--- src/rtl/cabac_bit_buffer_if.sv ---
// Byte-source and bit-read handshake bundle for cabac_bit_buffer.
// master: byte source + arithmetic engine side; slave: the bit buffer.
//   byte_in/byte_valid/byte_req : byte stream, accepted on byte_req && byte_valid
//   rd_en/rd_len                : read request, 0..16 bits, held until rd_valid
//   rd_data/rd_valid            : right-aligned read result, one-cycle pulse
//   bits_avail/eos              : buffered bit count, end-of-stream flag
interface cabac_bit_buffer_if;
    logic [7:0]  byte_in;
    logic        byte_valid;
    logic        byte_req;
    logic        rd_en;
    logic [4:0]  rd_len;
    logic [15:0] rd_data;
    logic        rd_valid;
    logic [5:0]  bits_avail;
    logic        eos;

    modport master (
        output byte_in,
        output byte_valid,
        output rd_en,
        output rd_len,
        input  byte_req,
        input  rd_data,
        input  rd_valid,
        input  bits_avail,
        input  eos
    );

    modport slave (
        input  byte_in,
        input  byte_valid,
        input  rd_en,
        input  rd_len,
        output byte_req,
        output rd_data,
        output rd_valid,
        output bits_avail,
        output eos
    );
endinterface

--- src/rtl/cabac_bit_buffer.sv ---
// VVC CABAC bitstream front end: strips 00 00 03 emulation-prevention
// bytes and serves MSB-first 0..16-bit reads to the arithmetic decoder.
// Ports:
//   clk  : single clock, all state on posedge
//   rst  : synchronous active-high reset
//   bus  : cabac_bit_buffer_if.slave (byte source + read port)
// Parameters:
//   BUF_W      : buffer capacity in bits (multiple of 8, >= 24)
//   EPB_REMOVE : 1 drops emulation-prevention 0x03 bytes
module cabac_bit_buffer #(
    parameter int BUF_W      = 32,
    parameter bit EPB_REMOVE = 1'b1
) (
    input  logic              clk,
    input  logic              rst,
    cabac_bit_buffer_if.slave bus
);

    localparam int CW = $clog2(BUF_W + 1);

    typedef logic [CW-1:0] cnt_t;

    localparam cnt_t FILL_MAX = cnt_t'(BUF_W - 8);
    localparam cnt_t BYTE_W   = cnt_t'(8);

    // Buffer is left-aligned: the next bit to read is buf_q[BUF_W-1],
    // and every bit below position BUF_W-1-count is kept at zero so a
    // new byte can simply be OR-ed in.
    logic [BUF_W-1:0] buf_q;
    logic [BUF_W-1:0] buf_d;
    logic [BUF_W-1:0] buf_sh;
    logic [BUF_W-1:0] byte_pos;
    cnt_t             count_q;
    cnt_t             count_d;
    cnt_t             count_sh;
    logic [1:0]       zero_run_q;
    logic [1:0]       zero_run_d;
    logic [15:0]      rd_data_q;
    logic [15:0]      rd_data_d;
    logic             rd_valid_q;
    logic             eos_q;
    logic             eos_d;

    logic [4:0]       eff_len;
    logic             byte_req;
    logic             byte_acc;
    logic             byte_zero;
    logic             epb_hit;
    logic             append;
    logic             rd_acc;

    // Lengths above 16 are clamped rather than rejected.
    assign eff_len = (bus.rd_len > 5'd16) ? 5'd16 : bus.rd_len;

    // Request only while a whole byte fits, so an append never depends
    // on a read happening in the same cycle.
    assign byte_req  = !rst && (count_q <= FILL_MAX);
    assign byte_acc  = byte_req && bus.byte_valid;
    assign byte_zero = (bus.byte_in == 8'h00);

    assign epb_hit = EPB_REMOVE
                   && (zero_run_q == 2'd2)
                   && (bus.byte_in == 8'h03);

    assign append = byte_acc && !epb_hit;

    // A short read simply waits; it completes once bytes arrive.
    assign rd_acc = bus.rd_en && (cnt_t'(eff_len) <= count_q);

    always_comb begin
        buf_sh    = buf_q;
        count_sh  = count_q;
        rd_data_d = rd_data_q;

        if (rd_acc) begin
            buf_sh    = buf_q << eff_len;
            count_sh  = count_q - cnt_t'(eff_len);
            // Shift by 16 for a zero-length read yields 0.
            rd_data_d = buf_q[BUF_W-1 -: 16] >> (5'd16 - eff_len);
        end

        // The byte lands right after the bits that survive the read.
        byte_pos = {bus.byte_in, {(BUF_W-8){1'b0}}} >> count_sh;

        buf_d   = buf_sh;
        count_d = count_sh;
        if (append) begin
            buf_d   = buf_sh | byte_pos;
            count_d = count_sh + BYTE_W;
        end

        zero_run_d = zero_run_q;
        if (byte_acc) begin
            if (!byte_zero) begin
                zero_run_d = 2'd0;
            end else if (zero_run_q != 2'd2) begin
                zero_run_d = zero_run_q + 2'd1;
            end
        end

        eos_d = (count_d == '0) && !bus.byte_valid;
    end

    always_ff @(posedge clk) begin
        if (rst) begin
            buf_q      <= '0;
            count_q    <= '0;
            zero_run_q <= 2'd0;
            rd_data_q  <= 16'd0;
            rd_valid_q <= 1'b0;
            eos_q      <= 1'b0;
        end else begin
            buf_q      <= buf_d;
            count_q    <= count_d;
            zero_run_q <= zero_run_d;
            rd_data_q  <= rd_data_d;
            rd_valid_q <= rd_acc;
            eos_q      <= eos_d;
        end
    end

    assign bus.byte_req   = byte_req;
    assign bus.rd_data    = rd_data_q;
    assign bus.rd_valid   = rd_valid_q;
    assign bus.bits_avail = 6'(count_q);
    assign bus.eos        = eos_q;

endmodule

--- src/flat_wrapper.sv ---
// flat-port wrapper written by rule: the top's interface ports become plain ports
module cabac_bit_buffer_flat 
#(
    parameter int BUF_W      = 32,
    parameter bit EPB_REMOVE = 1'b1
)
  (clk, rst, bus_byte_in, bus_byte_valid, bus_rd_en, bus_rd_len, bus_byte_req, bus_rd_data, bus_rd_valid, bus_bits_avail, bus_eos);
  cabac_bit_buffer_if bus_i ();
  input  logic clk;
  input  logic rst;
  input wire logic [$bits(bus_i.byte_in)-1:0] bus_byte_in;
  input wire logic [$bits(bus_i.byte_valid)-1:0] bus_byte_valid;
  input wire logic [$bits(bus_i.rd_en)-1:0] bus_rd_en;
  input wire logic [$bits(bus_i.rd_len)-1:0] bus_rd_len;
  output wire logic [$bits(bus_i.byte_req)-1:0] bus_byte_req;
  output wire logic [$bits(bus_i.rd_data)-1:0] bus_rd_data;
  output wire logic [$bits(bus_i.rd_valid)-1:0] bus_rd_valid;
  output wire logic [$bits(bus_i.bits_avail)-1:0] bus_bits_avail;
  output wire logic [$bits(bus_i.eos)-1:0] bus_eos;
  assign bus_i.byte_in = bus_byte_in;
  assign bus_i.byte_valid = bus_byte_valid;
  assign bus_i.rd_en = bus_rd_en;
  assign bus_i.rd_len = bus_rd_len;
  assign bus_byte_req = bus_i.byte_req;
  assign bus_rd_data = bus_i.rd_data;
  assign bus_rd_valid = bus_i.rd_valid;
  assign bus_bits_avail = bus_i.bits_avail;
  assign bus_eos = bus_i.eos;
  cabac_bit_buffer #(.BUF_W(BUF_W), .EPB_REMOVE(EPB_REMOVE)) u_core (.clk(clk), .rst(rst), .bus(bus_i));
endmodule
--- config.mk ---
export PLATFORM = sky130hd
export DESIGN_NAME = cabac_bit_buffer_flat
export DESIGN_NICKNAME = d
export VERILOG_FILES = /design/src/rtl/cabac_bit_buffer_if.sv /design/src/rtl/cabac_bit_buffer.sv /design/src/flat_wrapper.sv
export SDC_FILE = /design/constraint.sdc
export NUM_CORES = 1
export LEC_CHECK = 0
export ABC_AREA = 1
export CAP_MARGIN = 20
export CELL_PAD_IN_SITES_DETAIL_PLACEMENT = 1
export CELL_PAD_IN_SITES_GLOBAL_PLACEMENT = 2
export CORE_AREA = 2 2 136 138
export DETAILED_ROUTE_END_ITERATION = 6
export DIE_AREA = 0 0 138 140
export GPL_ROUTABILITY_DRIVEN = 0
export PLACE_DENSITY = 0.84
export SLEW_MARGIN = 30
export SYNTH_ARGS = -nofsm -noshare
export SYNTH_HDL_FRONTEND = slang
export SYNTH_SLANG_ARGS = --single-unit
--- constraint.sdc ---
create_clock -name clk -period 4.83 [get_ports clk]
set_clock_uncertainty 0.15 [all_clocks]
set_input_delay 1.449 -clock clk [delete_from_list [all_inputs] [get_ports clk]]
set_output_delay 1.449 -clock clk [all_outputs]
set_load 0.05 [all_outputs]
### After elaboration in Yosys (flattened, before gate mapping)

Index checks and enable logic that the tools add are counted.

| cells by class | value |
|---|---|
| $add $sub $neg | 4 |
| magnitude comparators | 3 |
| eq/ne operators | 4 |
| shift operators | 3 |
| muxes and demuxes | 7 |
| bitwise operators | 1 |
| reductions and logical operators | 12 |

Operators with widths:

| kind | count |
|---|---|
| $mux 32 | 2 |
| $or 32x32->32 | 1 |
| $shl 32x5->32 | 1 |
| $shr 32x6->32 | 1 |
| $shr 16x5->16 | 1 |
| $mux 6 | 2 |
| $eq 8x2->1 const B | 1 |
| $logic_not 8->1 | 1 |
| $add 6x4->6 const B | 1 |
| $le 5x6->1 | 1 |
| $le 6x5->1 const B | 1 |
| $logic_and 1x1->1 | 6 |
| $logic_not 6->1 | 1 |
| $sub 6x5->6 | 1 |
| $gt 5x5->1 const B | 1 |
| $mux 5 | 1 |
| $sub 5x5->5 const A | 1 |
| $mux 2 | 2 |
| $ne 2x2->1 const B | 2 |
| $logic_not 1->1 | 3 |
| $add 2x1->2 const B | 1 |
| $eq 2x2->1 const B | 1 |
| $reduce_and 2->1 | 1 |

| storage, ports and cells | value |
|---|---|
| bits in registers | 58 |
| output and inout port bits | 25 |
| logic and storage cells | 40 |

### Logic depth before layout (Yosys ltp)

| depth | value |
|---|---|
| depth in word-level cells | 9 |
| mapped depth | 21 |
| depth with buffers taken out | 19 |

### Worst setup path after synthesis

Ideal clock, no wire load.

| timing | value |
|---|---|
| kind | in2reg |
| start point | input bus_rd_len[4] |
| end point | register u_core.eos_q, in the netlist u_core.bus.eos |
| arrival | 3,967 ps |
| required time | 4,616 ps |
| path slack | 649 ps |
| stages | 18 |
| path buffers | 3 |
| path through | buf_2 > nand2_1 > nand2_1 > buf_1 > buf_2 > ha_1 > nand2_1 > inv_1 > nand3_1 > nand3_2 > nand2_4 > inv_2 > o21ai_2 > inv_2 > ha_1 > a21oi_1 > nand4_1 > nor2_1 |

| between the ends | value |
|---|---|
| longest elaborated chain between the ends | 9 |

Ends and longest elaborated chain:

| element | RTL line | RTL |
|---|---|---|
| start, declared | flat_wrapper.sv:14 | `input wire logic [$bits(bus_i.rd_len)-1:0] bus_rd_len;` |
| $gt 5x5->1 | cabac_bit_buffer.sv:53 | `assign eff_len = (bus.rd_len > 5'd16) ? 5'd16 : bus.rd_len;` |
| $mux 5 (*) | cabac_bit_buffer.sv:53 |  |
| $le 5x6->1 | cabac_bit_buffer.sv:68 | `assign rd_acc = bus.rd_en && (cnt_t'(eff_len) <= count_q);` |
| $logic_and 1x1->1 | cabac_bit_buffer.sv:68 |  |
| $mux 6 (*) | cabac_bit_buffer.sv:75 | `if (rd_acc) begin` |
| $add 6x4->6 | cabac_bit_buffer.sv:89 | `count_d = count_sh + BYTE_W;` |
| $mux 6 (*) | cabac_bit_buffer.sv:87 | `if (append) begin` |
| $logic_not 6->1 (*) | cabac_bit_buffer.sv:101 | `eos_d = (count_d == '0) && !bus.byte_valid;` |
| $logic_and 1x1->1 (*) | cabac_bit_buffer.sv:101 |  |
| end signal, assigned | cabac_bit_buffer.sv:118 | `eos_q <= eos_d;` |
| end, declared | cabac_bit_buffer.sv:41 | `logic eos_q;` |

Every way passes the cells marked *; elsewhere a longest branch is shown, timed or not.
A chain may end at the register's enable or synchronous reset.

### Worst setup path after layout

| timing | value |
|---|---|
| start point | input bus_rd_len[0] |
| end point | register u_core.rd_data_q[0], in the netlist u_core.bus.rd_data[0] |

| between the ends | value |
|---|---|
| longest elaborated chain between the ends | 4 |

Ends and longest elaborated chain:

| element | RTL line | RTL |
|---|---|---|
| $gt 5x5->1 | cabac_bit_buffer.sv:53 |  |
| $mux 5 (*) | cabac_bit_buffer.sv:53 |  |
| $sub 5x5->5 or $le 5x6->1 (tied branches) | cabac_bit_buffer.sv:79, cabac_bit_buffer.sv:68 |  |
| $shr 16x5->16 or $logic_and 1x1->1 (tied branches) | cabac_bit_buffer.sv:79, cabac_bit_buffer.sv:68 |  |
| end signal, assigned | cabac_bit_buffer.sv:116 | `rd_data_q <= rd_data_d;` |
| end, declared | cabac_bit_buffer.sv:38 | `logic [15:0] rd_data_q;` |

Marks and branches as above.

==> impl_results.md <==
* Pwr per Cell Area at 532.7 nW/µm²
* Placed Cells at 1232
* Final Setup Violations at 0
* Commonest non-fill, non-tap cell in the layout: nand2_1
* Via count at 6640
* Syn_area_per_cell at 5.516 µm²
* RR Endpoint: u_core.bus.rd_data[0]
* Final period util at 93.01%
* Final wirelength at 22570 µm
* Total negative slack at 0 ns
* Final Max Slew Viols at 0
* H-tree levels at 3
* First-pass DRT Iterations at 5
* Initial antenna violation count at 0
* Setup WS post-layout at 0.3378 ns
* Detailed Place HPWL at 17660 µm
* Cells after Synth at 981
* Starting DRT DRC Count at 442
* DRC errors left at 0
* Vias per std cell at 5.329
* Hold Path End: u_core.bus.rd_data[4]
* Final Hold Vio Count at 0
* Initial Utilization at 30.44%
* Die height at 140 µm
* Leak at 2.861 nW
* # IOs at 42
* Max clock buf depth at 2
* R2R setup slack at 1.77 ns
* Synth Net Count at 1007
* Main flop type after synthesis: dfxtp_1
* Die W at 138 µm
* Mapped cell area at 5411 µm²
* PortBufs at 41
* Hold WC Path Type: register to register
* Required @ worst endpoint at 4.96 ns
* Die area at 19320 µm²
* CTS resizes at 0
* Final net count at 1040
* Startpoint Class: primary input
* GRT overflow at 0
* Row count at 49
* Pre-CTS setup slack at 0.01652 ns
* Vias in the first global route at 6604
* Reg2Reg Depth at 14
* CTS Hold Bufs at 0
* Max_cap viols at 0
* Slew @ Worst Pin at 0.5768 ns
* CORE AREA at 17780 µm²
* Largest net degree at the start of global routing at 53
* Asr flop ratio synth at 0%
* All-Layer GR Usage at 23.26%
* Post-CTS Setup Inserts at 0
* Clk_lat worst skew at 0.33 ns
* Hold Path Origin: u_core.bus.rd_data[4]
* Most frequent cells in the layout: nand2_1, nand3_1, inv_1, nor2_1, dfxtp_1
* EDFF count, synth at 0
* Ant diodes at 0
* Max FO, Critical Path at 13
* Layout cells sized above 1 at 7.178%
* Maximum VDD drop at 0.3639 mV
* CTS Buf Count at 9
* WP data arrival at 4.62 ns
* Tmin final at 4.492 ns
* Worst relative slew slack at 61.55%
* CTS tree: yes
* Non-filler cells, final at 1246
* Reg2Reg Launch Point: u_core.bus.bits_avail[0]
* Routed wire per std cell at 18.11 µm
* Synth cell types at 43
* # clock sinks at 58
* Post-route ant nets at 0
* RSZ-0062 raised after global routing: no
* Fmax at 222.6 MHz
* Post-synthesis sequential area ratio at 21.46%
* Synth Warn # at 0
* Worst Setup End Kind: register
* Critical path type: primary input to register
* Status: finished, final reports clean
* Hold-critical path depth at 2
* CTS root buffer: clkbuf_16
* First-pass GRT wire length at 36110 µm
* Area Growth Syn to Fin at 19.28%
* Clock slew at reported path FFs at 0.05 ns
* Yosys reg bits at 58
-- routing by layer --
metal	vias to the layer above	wire (µm)	GRT usage [%]	part of all wire, %
li1	3312	-	-	-
met1	3126	11350	33.26	50
met2	163	9791	37.05	43
met3	39	766	1.538	3.4
met4	0	662	8.271	2.9
met5	-	0	0	0
-- worst max path at each step --
stage / startpoint / to / slack (ns)
2_1_floorplan: bus_rd_len[4] / u_core.bus.eos / 0.65
3_3_place_gp: bus_rd_len[0] / u_core.bus.rd_data[0] / 0.04
3_5_place_dp: bus_rd_len[0] / u_core.bus.rd_data[0] / 0.02
4_1_cts: bus_rd_len[0] / u_core.bus.rd_data[0] / 0.35
5_1_grt: bus_rd_len[0] / u_core.bus.rd_data[0] / 0.06
6_report: bus_rd_len[0] / u_core.bus.rd_data[0] / 0.34
-- critical path, stage by stage --
cell and delay [ns]:
clkdlybuf4s50_1 0.52, inv_1 0.09, nand3_1 0.12, a21oi_2 0.09
ha_1 0.21, fa_1 0.44, nand2_1 0.09, nand3_1 0.08
nand3_2 0.11, nand2_4 0.14, nor2_1 0.37, nand2_1 0.23
inv_1 0.33, o211ai_1 0.15, nand3_1 0.10, nand2_1 0.05
inv_1 0.05
-- cell usage after synthesis, types with 4 or more instances --
| cell | instances | area share [%] |
|---|---|---|
| a21oi_1 | 46 | 4.3 |
| a22oi_1 | 5 | 0.69 |
| buf_1 | 4 | 0.28 |
| buf_2 | 20 | 1.8 |
| clkbuf_1 | 26 | 1.8 |
| dfxtp_1 | 58 | 21 |
| ha_1 | 8 | 1.8 |
| inv_1 | 81 | 5.6 |
| inv_2 | 7 | 0.49 |
| nand2_1 | 311 | 22 |
| nand3_1 | 216 | 20 |
| nand4_1 | 13 | 1.5 |
| nor2_1 | 73 | 5.1 |
| nor3_1 | 4 | 0.37 |
| o211ai_1 | 12 | 1.7 |
| o21a_1 | 4 | 0.55 |
| o21ai_0 | 46 | 4.3 |
| o21ai_1 | 8 | 0.74 |
-- area by class of cell --
class                   count  area (µm²)
clock buffers              11       242.7
fillers                  2441       11320
inverters                  89       334.1
clock inverters             3       65.06
flip-flops and latches     58        1161
repair buffers             74       675.6
well taps                 229       286.5
multi-input cells         782        3690
-- through the flow --
step	hold slack [ns]	power [mW]	area [µm²]	util, %
3_5_place_dp	0.3107	2.731	6147	34.57
5_1_grt	0.3441	3.721	6455	36.31
6_report	0.3182	3.439	6455	36.31
2_1_floorplan	0.2974	2.085	5411	-
3_3_place_gp	0.3064	2.714	6147	34.57
4_1_cts	0.3189	3.423	6455	36.31
-- kinds of logic (layout without fill, tap and decap cells) --
logic type,count (synthesis),after routing,synth area share [%]
AO/OA/AOI/OAI,134,134,14.27
XOR/XNOR,6,6,0.9713
adder cells (fa/ha/maj),9,9,2.220
buffers and inverters,141,177,10.45
flip-flops,58,58,21.46
AND/OR/NAND/NOR,633,633,50.64
-- state kept, by name (all words and copies together) (netlist names) --
name,cells
u_core.bus.eos,1
u_core.bus.rd_valid,1
u_core.buf_q,32
u_core.bus.rd_data,16
u_core.zero_run_q,2
u_core.bus.bits_avail,6
-- power by group --
| part | internal, mW | switching [mW] | total, mW |
|---|---|---|---|
| Sequential | 0.577 | 0.105 | 0.681 |
| Clock | 0.458 | 0.216 | 0.674 |
| Combinational | 0.640 | 1.44 | 2.08 |
| Total | 1.68 | 1.76 | 3.44 |
Power figures use the tool's default switching activity.
